[src/rtl/multicycle_control_pkg.sv]
// Shared encodings for the multi-cycle control path: opcodes, FSM states, pc_src, aluop.
// Latency: none (declarations only).
// Backpressure: n/a.
// Contents: opcode localparams, state_e, PC/ALU encodings, dec_t decoder bundle.
package core_ctrl_pkg;

  localparam logic [6:0] OP_R    = 7'b0110011;
  localparam logic [6:0] OP_I    = 7'b0010011;
  localparam logic [6:0] OP_I_LD = 7'b0000011;
  localparam logic [6:0] OP_S    = 7'b0100011;
  localparam logic [6:0] OP_SB   = 7'b1100011;
  localparam logic [6:0] OP_J    = 7'b1101111;
  localparam logic [6:0] OP_J_R  = 7'b1100111;

  typedef enum logic [2:0] {
    ST_FETCH  = 3'd0,
    ST_DECODE = 3'd1,
    ST_EXEC   = 3'd2,
    ST_MEM    = 3'd3,
    ST_WB     = 3'd4,
    ST_TRAP   = 3'd7
  } state_e;

  localparam logic [1:0] PC_PLUS4 = 2'b00;
  localparam logic [1:0] PC_IMM   = 2'b01;
  localparam logic [1:0] PC_JALR  = 2'b10;

  localparam logic [1:0] ALU_ADD = 2'b00;  // I-type arithmetic
  localparam logic [1:0] ALU_BR  = 2'b01;  // branch compare / jump target
  localparam logic [1:0] ALU_R   = 2'b10;  // R-type, funct-decoded
  localparam logic [1:0] ALU_MEM = 2'b11;  // load/store address

  typedef struct packed {
    logic [1:0] aluop;
    logic       alusrc;
    logic       is_load;
    logic       is_store;
    logic       is_branch;
    logic       is_jump;
    logic       is_jalr;
    logic       legal;
  } dec_t;

endpackage

[src/rtl/multicycle_control_if.sv]
// Instruction/data memory handshake bundle between the sequencer and the memories.
// Latency: none (wires only).
// Backpressure: memories stall the sequencer by holding imem_ready/dmem_ready low.
// Signals: imem_req/imem_ready (fetch), memread/memwrite/dmem_ready (data access).
interface multicycle_control_if;
  logic imem_req;
  logic imem_ready;
  logic dmem_ready;
  logic memread;
  logic memwrite;

  modport master (output imem_req, memread, memwrite, input imem_ready, dmem_ready);
  modport slave  (input imem_req, memread, memwrite, output imem_ready, dmem_ready);
endinterface

[src/rtl/multicycle_control_op_decode.sv]
// Opcode classifier feeding the sequencer: ALU class, operand select and instruction kind.
// Latency: purely combinational.
// Backpressure: n/a.
// Ports: op (7-bit opcode) in, dec (dec_t bundle) out.
module op_decode
  import core_ctrl_pkg::*;
(
  input  logic [6:0] op,
  output dec_t       dec
);

  always_comb begin
    dec = '0;
    dec.legal = 1'b1;
    case (op)
      OP_R:    begin dec.aluop = ALU_R;   dec.alusrc = 1'b0; end
      OP_I:    begin dec.aluop = ALU_ADD; dec.alusrc = 1'b1; end
      OP_I_LD: begin dec.aluop = ALU_MEM; dec.alusrc = 1'b1; dec.is_load  = 1'b1; end
      OP_S:    begin dec.aluop = ALU_MEM; dec.alusrc = 1'b1; dec.is_store = 1'b1; end
      OP_SB:   begin dec.aluop = ALU_BR;  dec.alusrc = 1'b0; dec.is_branch = 1'b1; end
      OP_J:    begin dec.aluop = ALU_BR;  dec.alusrc = 1'b1; dec.is_jump = 1'b1; end
      OP_J_R:  begin dec.aluop = ALU_BR;  dec.alusrc = 1'b1; dec.is_jalr = 1'b1; end
      default: dec.legal = 1'b0;
    endcase
  end

endmodule

[src/rtl/multicycle_control.sv]
// Multi-cycle FETCH/DECODE/EXEC/MEM/WB sequencer driving datapath controls, with memory wait timeout.
// Latency: SB 3 cycles, R/I/S/J/J_R 4 cycles, load 5 cycles, plus memory wait states.
// Backpressure: stalls in FETCH/MEM while ready is low; traps after TIMEOUT_CYCLES wait cycles.
// Ports: clk, rst_n, opcode, branch_taken, bus (memory handshake), datapath controls, retire/trap/bus_error/state.
module multicycle_control
  import core_ctrl_pkg::*;
#(
  parameter int unsigned TIMEOUT_CYCLES = 16
) (
  input  logic                 clk,
  input  logic                 rst_n,
  input  logic [6:0]           opcode,
  input  logic                 branch_taken,
  multicycle_control_if.master bus,
  output logic                 ir_write,
  output logic                 pc_write,
  output logic [1:0]           pc_src,
  output logic [1:0]           aluop,
  output logic                 alusrc,
  output logic                 memtoreg,
  output logic                 regwrite,
  output logic                 jal_select,
  output logic                 retire,
  output logic                 trap,
  output logic                 bus_error,
  output logic [2:0]           state
);

  // The counter holds the number of wait cycles already spent, so the limit
  // is hit on the TIMEOUT_CYCLES-th waiting cycle if ready is still low.
  localparam logic [7:0] WAIT_LIMIT = 8'(TIMEOUT_CYCLES - 1);

  state_e     state_q;
  logic [6:0] op_q;
  logic [7:0] wcnt;
  logic       trap_q;
  logic       buserr_q;
  logic [6:0] dec_op;
  dec_t       dec;

  // In DECODE the incoming opcode is classified for the legality check;
  // everywhere else the latched opcode drives the controls.
  assign dec_op = (state_q == ST_DECODE) ? opcode : op_q;

  op_decode u_op_decode (
    .op  (dec_op),
    .dec (dec)
  );

  always_ff @(posedge clk or negedge rst_n) begin
    if (!rst_n) begin
      state_q  <= ST_FETCH;
      op_q     <= '0;
      wcnt     <= '0;
      trap_q   <= 1'b0;
      buserr_q <= 1'b0;
    end else begin
      case (state_q)
        ST_FETCH: begin
          if (bus.imem_ready) begin
            state_q <= ST_DECODE;
          end else if (wcnt == WAIT_LIMIT) begin
            trap_q   <= 1'b1;
            buserr_q <= 1'b1;
            state_q  <= ST_TRAP;
          end else begin
            wcnt <= wcnt + 8'd1;
          end
        end
        ST_DECODE: begin
          op_q <= opcode;
          if (dec.legal) begin
            state_q <= ST_EXEC;
          end else begin
            trap_q  <= 1'b1;
            state_q <= ST_TRAP;
          end
        end
        ST_EXEC: begin
          wcnt <= '0;
          if (dec.is_branch)                  state_q <= ST_FETCH;
          else if (dec.is_load || dec.is_store) state_q <= ST_MEM;
          else                                state_q <= ST_WB;
        end
        ST_MEM: begin
          if (bus.dmem_ready) begin
            wcnt    <= '0;
            state_q <= dec.is_load ? ST_WB : ST_FETCH;
          end else if (wcnt == WAIT_LIMIT) begin
            trap_q   <= 1'b1;
            buserr_q <= 1'b1;
            state_q  <= ST_TRAP;
          end else begin
            wcnt <= wcnt + 8'd1;
          end
        end
        ST_WB: begin
          wcnt    <= '0;
          state_q <= ST_FETCH;
        end
        ST_TRAP: state_q <= ST_TRAP;
        default: begin
          trap_q  <= 1'b1;
          state_q <= ST_TRAP;
        end
      endcase
    end
  end

  // Controls are decoded from state so a ready can be consumed the cycle it
  // arrives; gating with rst_n keeps every output low while reset is held.
  always_comb begin
    bus.imem_req = 1'b0;
    bus.memread  = 1'b0;
    bus.memwrite = 1'b0;
    ir_write     = 1'b0;
    pc_write     = 1'b0;
    pc_src       = PC_PLUS4;
    aluop        = 2'b00;
    alusrc       = 1'b0;
    memtoreg     = 1'b0;
    regwrite     = 1'b0;
    jal_select   = 1'b0;
    retire       = 1'b0;
    if (rst_n) begin
      case (state_q)
        ST_FETCH: begin
          bus.imem_req = 1'b1;
          ir_write     = bus.imem_ready;
        end
        ST_EXEC: begin
          aluop  = dec.aluop;
          alusrc = dec.alusrc;
          if (dec.is_branch) begin
            pc_write = 1'b1;
            pc_src   = branch_taken ? PC_IMM : PC_PLUS4;
            retire   = 1'b1;
          end
        end
        ST_MEM: begin
          aluop        = dec.aluop;
          alusrc       = dec.alusrc;
          bus.memread  = dec.is_load;
          bus.memwrite = dec.is_store;
          if (dec.is_store && bus.dmem_ready) begin
            pc_write = 1'b1;
            retire   = 1'b1;
          end
        end
        ST_WB: begin
          aluop      = dec.aluop;
          alusrc     = dec.alusrc;
          regwrite   = 1'b1;
          pc_write   = 1'b1;
          retire     = 1'b1;
          memtoreg   = dec.is_load;
          jal_select = dec.is_jump || dec.is_jalr;
          pc_src     = dec.is_jump ? PC_IMM : (dec.is_jalr ? PC_JALR : PC_PLUS4);
        end
        default: ;
      endcase
    end
  end

  assign trap      = trap_q;
  assign bus_error = buserr_q;
  assign state     = state_q;

endmodule

[src/flat_wrapper.sv]
// flat-port wrapper written by rule: the top's interface ports become plain ports
module multicycle_control_flat import core_ctrl_pkg::*;
#(
  parameter int unsigned TIMEOUT_CYCLES = 16
)
  (clk, rst_n, opcode, branch_taken, ir_write, pc_write, pc_src, aluop, alusrc, memtoreg, regwrite, jal_select, retire, trap, bus_error, state, bus_imem_req, bus_memread, bus_memwrite, bus_imem_ready, bus_dmem_ready);
  multicycle_control_if bus_i ();
  input  logic clk;
  input  logic rst_n;
  input  logic [6:0] opcode;
  input  logic branch_taken;
  output logic ir_write;
  output logic pc_write;
  output logic [1:0] pc_src;
  output logic [1:0] aluop;
  output logic alusrc;
  output logic memtoreg;
  output logic regwrite;
  output logic jal_select;
  output logic retire;
  output logic trap;
  output logic bus_error;
  output logic [2:0] state;
  output wire logic [$bits(bus_i.imem_req)-1:0] bus_imem_req;
  output wire logic [$bits(bus_i.memread)-1:0] bus_memread;
  output wire logic [$bits(bus_i.memwrite)-1:0] bus_memwrite;
  input wire logic [$bits(bus_i.imem_ready)-1:0] bus_imem_ready;
  input wire logic [$bits(bus_i.dmem_ready)-1:0] bus_dmem_ready;
  assign bus_imem_req = bus_i.imem_req;
  assign bus_memread = bus_i.memread;
  assign bus_memwrite = bus_i.memwrite;
  assign bus_i.imem_ready = bus_imem_ready;
  assign bus_i.dmem_ready = bus_dmem_ready;
  multicycle_control #(.TIMEOUT_CYCLES(TIMEOUT_CYCLES)) u_core (.clk(clk), .rst_n(rst_n), .opcode(opcode), .branch_taken(branch_taken), .bus(bus_i), .ir_write(ir_write), .pc_write(pc_write), .pc_src(pc_src), .aluop(aluop), .alusrc(alusrc), .memtoreg(memtoreg), .regwrite(regwrite), .jal_select(jal_select), .retire(retire), .trap(trap), .bus_error(bus_error), .state(state));
endmodule
[config.mk]
export PLATFORM = sky130hd
export DESIGN_NAME = multicycle_control_flat
export DESIGN_NICKNAME = d
export VERILOG_FILES = /design/src/rtl/multicycle_control_pkg.sv /design/src/rtl/multicycle_control_if.sv /design/src/rtl/multicycle_control_op_decode.sv /design/src/rtl/multicycle_control.sv /design/src/flat_wrapper.sv
export SDC_FILE = /design/constraint.sdc
export NUM_CORES = 1
export LEC_CHECK = 0
export CAP_MARGIN = 20
export CORE_MARGIN = 1
export CORE_UTILIZATION = 50
export CTS_CLUSTER_SIZE = 16
export DETAILED_ROUTE_END_ITERATION = 6
export HOLD_SLACK_MARGIN = 0.08
export PLACE_DENSITY = 0.79
export SKIP_LAST_GASP = 1
export SYNTH_ARGS = -nofsm -noshare
export SYNTH_HDL_FRONTEND = slang
export SYNTH_SLANG_ARGS = --single-unit
[constraint.sdc]
create_clock -name clk -period 2.25 [get_ports clk]
set_input_delay 0.3375 -clock clk [delete_from_list [all_inputs] [get_ports clk]]
set_output_delay 0.3375 -clock clk [all_outputs]
set_load 0.02 [all_outputs]
==> results of run 1 <==
## final timing paths
| path | from | to | slack [ns] | cells past startpoint |
|---|---|---|---|---|
| setup / recovery | u_core.state[1] | pc_src[0] | -0.33 | 7 |
| hold reg to reg | u_core.bus_error | u_core.bus_error | 0.49 | 1 |
| setup reg to reg | u_core.state[1] | u_core.state[0] | 0.12 | 10 |
| hold / removal | u_core.bus_error | u_core.bus_error | 0.49 | 1 |
| max in group asynchronous | rst_n | u_core.state[0] | 1.49 | 2 |
| min in group asynchronous | rst_n | u_core.bus_error | 0.52 | 2 |
## per-stage QoR
stage / cells / worst slack [ns] / TNS (ns) / power (mW)
5_1_grt: 282 / -0.3775 / -3.754 / 0.7583
4_1_cts: 279 / -0.2954 / -2.395 / 0.7335
3_5_place_dp: 266 / -0.6334 / -5.088 / 0.4316
6_report: 282 / -0.3266 / -3.057 / 0.7396
2_1_floorplan: 168 / -0.04970 / -0.05964 / 0.3828
3_3_place_gp: 266 / -0.5577 / -4.492 / 0.4288
## critical path, cell delays in order, from the launching register on
cell and delay, ns:
dfrtp_2 0.46, buf_6 0.13, nor3b_4 0.33, buf_6 0.18, a21oi_1 0.11, or3b_4 0.41
a21boi_4 0.17, buf_6 0.13
## routing by layer
layer / global-route usage, % / wire length (um)
met5: 0 / 0
met4: 26.50 / 324
met3: 9.167 / 332
met2: 58.33 / 2615
met1: 42.20 / 2165
## what timing repair did
action                     in CTS  in global routing
resized for setup              79                 18
pin swaps                       5                 10
setup endpoints to repair      14                 13
buffers inserted                9                  3
hold buffers                    0                  0
## registers in the layout, summed over array words and instances (netlist names)
register / cells
u_core.op_q: 7
u_core.bus_error: 1
u_core.wcnt: 8
u_core.state: 3
u_core.trap: 1
## where the power goes
part / internal, mW / switching (mW) / leakage (nW)
Sequential: 0.362 / 0.00200 / 0.230
Combinational: 0.0346 / 0.0316 / 0.783
Clock: 0.180 / 0.129 / 0.0279
Total: 0.577 / 0.163 / 1.04
## area by class of cell
type,instances,area [sq um],share of cell area (%)
Inverter,7,26.28,1.146
Clock inverter,1,30.03,1.309
Clock buffer,3,22.52,0.9820
Tap cell,30,37.54,1.637
Timing Repair Buffer,86,709.4,30.93
Sequential cell,20,503.0,21.93
Multi-Input combinational cell,135,964.7,42.06
## cells in the final DEF (no fill, tap or decap), types with 2 or more instances in the layout
cell             count
nand3_1              4
a221oi_1             2
nor2_1              17
buf_4               59
dfrtp_1             18
buf_2                2
nand2b_1             8
inv_1                7
clkdlybuf4s50_1     16
dfrtp_2              2
nand4bb_1            2
dlygate4sd2_1        2
nand2_1             19
nand2b_4             2
nor3b_4              2
o21ai_0              7
a21oi_1             14
clkbuf_4             3
xor2_1               4
buf_6                7
or3b_4               2
nand4_1              3
a21o_1               4
nor4_1               3
a21oi_2              2
nand2_4              2
and3_1               5
nor3_2               2
nand2_2              2
nor3_1               3
## cells by family (layout without fill, tap and decap cells)
kind of cell    after synthesis  in the layout  share of synthesized area [%]
compound gates               39             39                          17.41
mux                           3              3                          2.267
buf+inv                      13             97                          5.168
flops                        20             20                          36.26
simple gates                 88             88                          35.45
xor+xnor                      4              4                          2.538
fa+ha+maj                     1              1                         0.9065
==> flow_summary.yaml, run 1 <==
layout:
  final_nets: 266
  drive_gt1_share_pct: 40.48
  fin_util_pct: 90.12
  fin_area_sq_um: 2293
  fillers: 117
  syn2layout_area_growth_pct: 66.18
  num_antenna_cells: 0
synth:
  synth_area_per_cell_sq_um: 8.215
  synth_seq_cells: 20
  synth_cell_type_count: 45
  yosys-top-cells-count: "nand2_1, dfrtp_1, nor2_1, a21oi_1, nand2b_1"
  synth_edf_count: 0
  yosysSeqAreaShare_pct: 36.26
  ys_warn_count: 0
  synth.top_cell.area_share_pct: 36.26
  syn_inst: 168
  synth_top_cell_by_area: "dfrtp_1"
  synth.most_common_cell: "nand2_1"
  async_flop_share_pct: 100.0
  yosys-top-cells-area: "dfrtp_1, nand2_1, a21oi_1, nor2_1, nand2b_1"
  synth-main-ff-cell: "dfrtp_1"
  synth_fp_nets: 181
  syn_area_sq_um: 1380
status:
  violations: "negative setup slack"
  outcome: "finished with violations"
global_route:
  grt_start_max_net_pins: 16
  first_global_vias: 1580
  grt_usage_pct: 36.58
  antenna_found_initial: 0
  grt_pass1_wl_um: 7431
  grt-ovfl-total: 0
place:
  numPortBuffers: 30
  dpl-instance-area_sq_um: 2033
  detailed_place_hpwl_um: 3354
  gp_congestion: 0.8411
route:
  drt-initial-drc-count: 81
  drc: 0
  ant_nets: 0
  dr.pass1.iters: 4
  routed_wl_um: 5437
  wl_per_cell_um: 19.28
  vias_per_cell: 6.128
  vias: 1728
job:
  maxCapViolations: 0
sta:
  hold_slack_ns: 0.4927
  finClkSkew_ns: 0.001153
  worst_slew_pin_slew_ns: 0.7337
  finalHoldViolCount: 0
  fin_crit_sh_pct: 114.5
  setup_slack_ns: -0.3266
  maxSlewHeadroom_pct: 50.64
  layout_min_cycle_time_ns: 2.577
  setup_viol: 12
  finalMaxSlewViolations: 0
  rsz0062_at_grt: "true"
  fmax_mhz: 388.1
floorplanning:
  rows: 18
  fp.dieW_um: 54.54
  dieArea_sq_um: 2974
  die_h_um: 54.54
  initial_core_util_pct: 54.23
  io_pins: 31
  core_area_sq_um: 2545
clock_network:
  clkSlewWorstSetupHoldPaths_ns: 0.13
  insertion_delay_ns: 0.31
  htreeDepth: 1
  cts_tree: "yes"
  cts_buffers: 3
  cts-root-buf: "clkbuf_4"
  clock-sinks: 20
  cts_buffer_depth: 2
critical_path:
  arrival_ns: 2.24
  crit_path_end_kind: "output pin"
  start_kind: "flop"
  path_class: "reg2out"
  crit_required_ns: 1.91
  path_max_fanout: 4
worst_hold_path:
  hp-class: "reg2reg"
power_and_ir_drop:
  vdd_drop_max_mv: 0.3389
  power_density_nw_per_um2: 322.5
  cellLeakagePower_nw: 1.041
No activity file was read; power rests on OpenSTA's default activity.
==> run 2: changes to the inputs <==
--- a/config.mk
+++ b/config.mk
@@ -6,12 +6,15 @@
 export NUM_CORES = 1
 export LEC_CHECK = 0
 export CAP_MARGIN = 20
+export CELL_PAD_IN_SITES_DETAIL_PLACEMENT = 2
+export CELL_PAD_IN_SITES_GLOBAL_PLACEMENT = 2
 export CORE_MARGIN = 1
-export CORE_UTILIZATION = 50
+export CORE_UTILIZATION = 36
 export CTS_CLUSTER_SIZE = 16
 export DETAILED_ROUTE_END_ITERATION = 6
+export DONT_BUFFER_PORTS = 1
 export HOLD_SLACK_MARGIN = 0.08
-export PLACE_DENSITY = 0.79
+export PLACE_DENSITY_LB_ADDON = 0.1
 export SKIP_LAST_GASP = 1
 export SYNTH_ARGS = -nofsm -noshare
 export SYNTH_HDL_FRONTEND = slang
==> flow_summary.yaml, run 2 (synthesis gave the netlist of run 1 again) <==
sta:
  setup_slack_ns: -0.2449
  fmax_mhz: 400.8
  finalHoldViolCount: 0
  finalMaxSlewViolations: 0
  worst_slew_pin_slew_ns: 0.9875
  layout_min_cycle_time_ns: 2.495
  finClkSkew_ns: 0.006268
  rsz0062_at_grt: "true"
  hold_slack_ns: 0.1889
  setup_viol: 10
  fin_crit_sh_pct: 110.9
  maxSlewHeadroom_pct: 33.95
critical_path:
  worst-path-buf-inv: 1
  crit_path_end_kind: "output pin"
  cp_slowest_cell: "or4b_4"
  crit_family: "simple AND/OR/NAND/NOR gates"
  path_max_fanout: 5
  start_kind: "flop"
  path_class: "reg2out"
  crit_required_ns: 1.91
  max_stage_delay_ns: 0.55
  critical_path.cell_chain: "nor3b_4 -> buf_6 -> mux2i_4 -> or4b_4 -> a21boi_4"
  arrival_ns: 2.16
floorplanning:
  initial_core_util_pct: 37.70
  rows: 22
  fp.dieW_um: 63.92
  io_pins: 31
  die_h_um: 63.92
  core_area_sq_um: 3661
  dieArea_sq_um: 4085
power_and_ir_drop:
  power_density_nw_per_um2: 343.2
  cellLeakagePower_nw: 0.8234
  vdd_drop_max_mv: 0.3100
clock_network:
  htreeDepth: 1
  clock-sinks: 20
  cts_tree: "yes"
  cts-root-buf: "clkbuf_8"
  cts_buffer_depth: 2
  insertion_delay_ns: 0.27
  cts_buffers: 3
  clkSlewWorstSetupHoldPaths_ns: 0.08
layout:
  final_common_cell: "buf_4"
  final_nets: 219
  fin_util_pct: 54.27
  drive_gt1_share_pct: 39.02
  largest_register_ff_count: 8
  multi_input_area_sq_um: 1008
  syn2layout_area_growth_pct: 43.97
  layout_common_cells: "buf_4, nand2_1, dfrtp_1"
  num_antenna_cells: 0
  seqCellArea_sq_um: 503.0
  fillers: 374
  top_register: "u_core.wcnt"
status:
  violations: "negative setup slack"
  outcome: "finished with violations"
place:
  detailed_place_hpwl_um: 3803
  dp_slack_ns: -0.06149
  numPortBuffers: 0
  gp_congestion: 0.8132
global_route:
  grt_usage_pct: 33.12
  grt-ovfl-total: 0
  antenna_found_initial: 0
  first_global_vias: 1736
  grt_pass1_wl_um: 9915
  grt_start_max_net_pins: 21
worst_hold_path:
  hp-class: "in2reg"
route:
  ant_nets: 0
  drt-initial-drc-count: 108
  routed_wl_um: 7279
  drc: 0
  wl_per_cell_um: 28.77
  vias: 1579
  dr.pass1.iters: 4
  vias_per_cell: 6.241
job:
  maxCapViolations: 0
## run 2: cell types whose count changed in the layout (fill, tap and decap cells not counted), moves of 3 or more
cell,change
clkbuf_4,-3
buf_4,-29
nor2_2,+5
clkdlybuf4s50_1,-16
clkbuf_8,+4
nor2_1,-6
## run 2: per-stage QoR
stage	setup TNS (ns)	power (mW)	instances	cell area, sq um
after floorplan	-0.05964	0.3828	168	1410
after global placement	0	0.3856	235	1625
after detailed placement	-0.1292	0.3858	235	1625
after CTS	-0.9490	0.6843	248	1844
after global routing	-2.317	0.6978	253	1987
final	-1.758	0.6820	253	1987
## run 2: repair_timing
action                                 CTS  global route
gates resized for setup                 22            26
hold buffers                             1             0
setup endpoints to repair                9            12
setup buffers                            8             5
pin swaps                                7            13
endpoints found under the hold margin   20             0
gates cloned                             0             0
## run 2: worst paths after layout
| kind | from | end | slack, ns | depth (start not counted) |
|---|---|---|---|---|
| setup / recovery | u_core.state[1] | pc_src[0] | -0.24 | 5 |
| hold / removal | opcode[1] | u_core.op_q[1] | 0.19 | 2 |
| setup reg to reg | u_core.state[1] | u_core.state[2] | 0.04 | 6 |
| hold reg to reg | u_core.wcnt[3] | u_core.wcnt[3] | 0.53 | 1 |
| min in group asynchronous | rst_n | u_core.op_q[4] | 0.67 | 1 |
| max in group asynchronous | rst_n | u_core.state[2] | 0.91 | 1 |
## run 2: routing by layer
layer  vias up  part of all wire [%]  routed length (um)  track usage, %
met5         -                     0                   0               0
met4         0                   4.9                 357           16.19
met3        30                   4.3                 316           3.214
met2        61                    52                3817           62.23
met1       818                    38                2787           36.67
li1        670                     -                   -               -
## run 2: cell type report
| cell class | count | area share (%) |
|---|---|---|
| repair buffers | 39 | 16.81 |
| clock buffers | 4 | 2.771 |
| flip-flops and latches | 20 | 25.31 |
| multi-input cells | 135 | 50.76 |
| inverters | 7 | 1.322 |
| well taps | 48 | 3.023 |
## run 2: report_power, final
group,internal (mW),switching (mW)
registers,0.362,0.00364
logic,0.00910,0.0157
clock network,0.156,0.135
==> run 3: changes to the inputs <==
--- a/config.mk
+++ b/config.mk
@@ -15,6 +15,7 @@
 export DONT_BUFFER_PORTS = 1
 export HOLD_SLACK_MARGIN = 0.08
 export PLACE_DENSITY_LB_ADDON = 0.1
+export SETUP_SLACK_MARGIN = 0.5
 export SKIP_LAST_GASP = 1
 export SYNTH_ARGS = -nofsm -noshare
 export SYNTH_HDL_FRONTEND = slang
==> constraint.sdc (replaced) <==
create_clock -name clk -period 2.72 [get_ports clk]
set_input_delay 0.408 -clock clk [delete_from_list [all_inputs] [get_ports clk]]
set_output_delay 0.408 -clock clk [all_outputs]
set_load 0.02 [all_outputs]
==> flow_summary.yaml, run 3 (synthesis gave the netlist of run 1 again) <==
layout:
  drive_gt1_share_pct: 39.20
  final_common_cell: "buf_4"
  fillers: 405
  multi_input_area_sq_um: 983.4
  top_register: "u_core.wcnt"
  seqCellArea_sq_um: 504.2
  fin_util_pct: 52.60
  layout_common_cells: "buf_4, nand2_1, dfrtp_1"
  num_antenna_cells: 0
  final_cell_count_no_fill: 247
  largest_register_ff_count: 8
  final_nets: 213
  syn2layout_area_growth_pct: 39.53
power_and_ir_drop:
  finalPower_uw: 574.8
  p_comb_share_pct: 3.9
  cellLeakagePower_nw: 0.7763
  power_density_nw_per_um2: 298.5
  power.switching_uw: 136.5
  seqPwrFrac_pct: 52.5
  p_int_uw: 438.3
  pwr-share-clk_pct: 43.6
  switching_share_pct: 23.75
  vdd_drop_max_mv: 0.1639
floorplanning:
  core_area_sq_um: 3661
  rows: 22
  die_h_um: 63.92
  initial_core_util_pct: 37.70
  fp.dieW_um: 63.92
  io_pins: 31
  dieArea_sq_um: 4085
sta:
  finalHoldViolCount: 0
  worst_slew_pin_slew_ns: 0.5600
  hold_slack_ns: 0.2516
  rsz0062_at_grt: "true"
  finalSetupTns_ns: 0
  setup_viol: 0
  fmax_mhz: 392.9
  finClkSkew_ns: 0.004638
  finalMaxSlewViolations: 0
  layout_min_cycle_time_ns: 2.545
  maxSlewHeadroom_pct: 62.32
  fin_crit_sh_pct: 93.57
critical_path:
  crit_family: "simple AND/OR/NAND/NOR gates"
  max_stage_delay_ns: 0.50
  path_max_fanout: 4
  crit_required_ns: 2.31
  cp_slowest_cell: "or4b_4"
  path_class: "reg2out"
  reg2reg_slack_ns: 0.35
  arrival_ns: 2.14
  worst-path-buf-inv: 0
  reg2regPathDepth: 9
  crit_path_frequent_cell: "nor2_2"
  critical_path.cell_chain: "nand4bb_1 -> nor2_2 -> nor2_2 -> or4b_4 -> a21boi_4"
  start_kind: "flop"
  crit_path_end_kind: "output pin"
  cp_num_cells: 5
clock_network:
  clkSlewWorstSetupHoldPaths_ns: 0.09
  htreeDepth: 1
  cts_buffer_depth: 2
  cts_buffers: 3
  clock-sinks: 20
  cts_tree: "yes"
  insertion_delay_ns: 0.27
  cts-root-buf: "clkbuf_8"
route:
  ant_nets: 0
  route.met3.wl_um: 161
  drc: 0
  vias: 1456
  wl_met1_um: 2510
  wl_per_cell_um: 24.37
  routed_wl_um: 6020
  routed.top_layer: "met4"
  wl_met2_um: 3218
  vias_per_cell: 5.895
  drt-initial-drc-count: 83
  dr.pass1.iters: 4
place:
  place_inst: 220
  gp_congestion: 0.8272
  numPortBuffers: 0
  detailed_place_hpwl_um: 3253
global_route:
  grt_usage_pct: 29.04
  grt_pass1_wl_um: 8859
  first_global_vias: 1608
  antenna_found_initial: 0
  grt_start_max_net_pins: 21
  grt-ovfl-total: 0
status:
  outcome: "complete, no violations"
worst_hold_path:
  hp-class: "in2reg"
  min_delay_path_depth: 2
job:
  maxCapViolations: 0
## run 3: changes by cell type in the layout (fill, tap and decap cells not counted), sizes merged
cell / previous run / this run
buf: 38 / 32
## run 3: metrics by stage
step / setup slack [ns] / area [sq um]
after global routing: 0.1352 / 1926
final: 0.1748 / 1926
after floorplan: 0.3966 / 1433
after detailed placement: 0.2707 / 1515
after CTS: 0.2000 / 1807
after global placement: 0.3210 / 1515
## run 3: path summary, 6_finish.rpt
| path | from | endpoint |
|---|---|---|
| setup / recovery | u_core.op_q[2] | pc_src[0] |
| hold / removal | opcode[0] | u_core.op_q[0] |
| setup reg to reg | u_core.state[1] | u_core.state[2] |
| hold reg to reg | u_core.wcnt[3] | u_core.wcnt[3] |
| max in group asynchronous | rst_n | u_core.state[1] |
| min in group asynchronous | rst_n | u_core.op_q[6] |
## run 3: power groups by stage
stage	clock, mW	sequential (mW)	combinational [mW]
detailed placement	0	0.308	0.0111
floorplan	0	0.307	0.00926
CTS	0.241	0.302	0.0194
global route	0.259	0.303	0.0242
finish	0.251	0.302	0.0223
global placement	0	0.308	0.0108
## run 3: final cells by class
type / instances / share of cell area, %
Sequential cell: 20 / 26.19
Timing Repair Buffer: 33 / 15.40
Inverter: 7 / 1.365
Tap cell: 48 / 3.119
Multi-Input combinational cell: 135 / 51.07
Clock buffer: 4 / 2.859
## run 3: what timing repair did
| action | 4_1_cts | 5_1_grt |
|---|---|---|
| hold buffers | 1 | 0 |
| pin swaps | 13 | 4 |
| setup buffers | 14 | 7 |
| endpoints found under the hold margin | 20 | 0 |
| endpoints found under the setup margin | 11 | 11 |
| resized for setup | 29 | 14 |
## run 3: per-layer routing
metal,vias up,global-route usage [%]
met3,15,3.571
met5,-,0
met1,746,34.59
li1,660,-
met4,0,8.807
met2,35,53.59
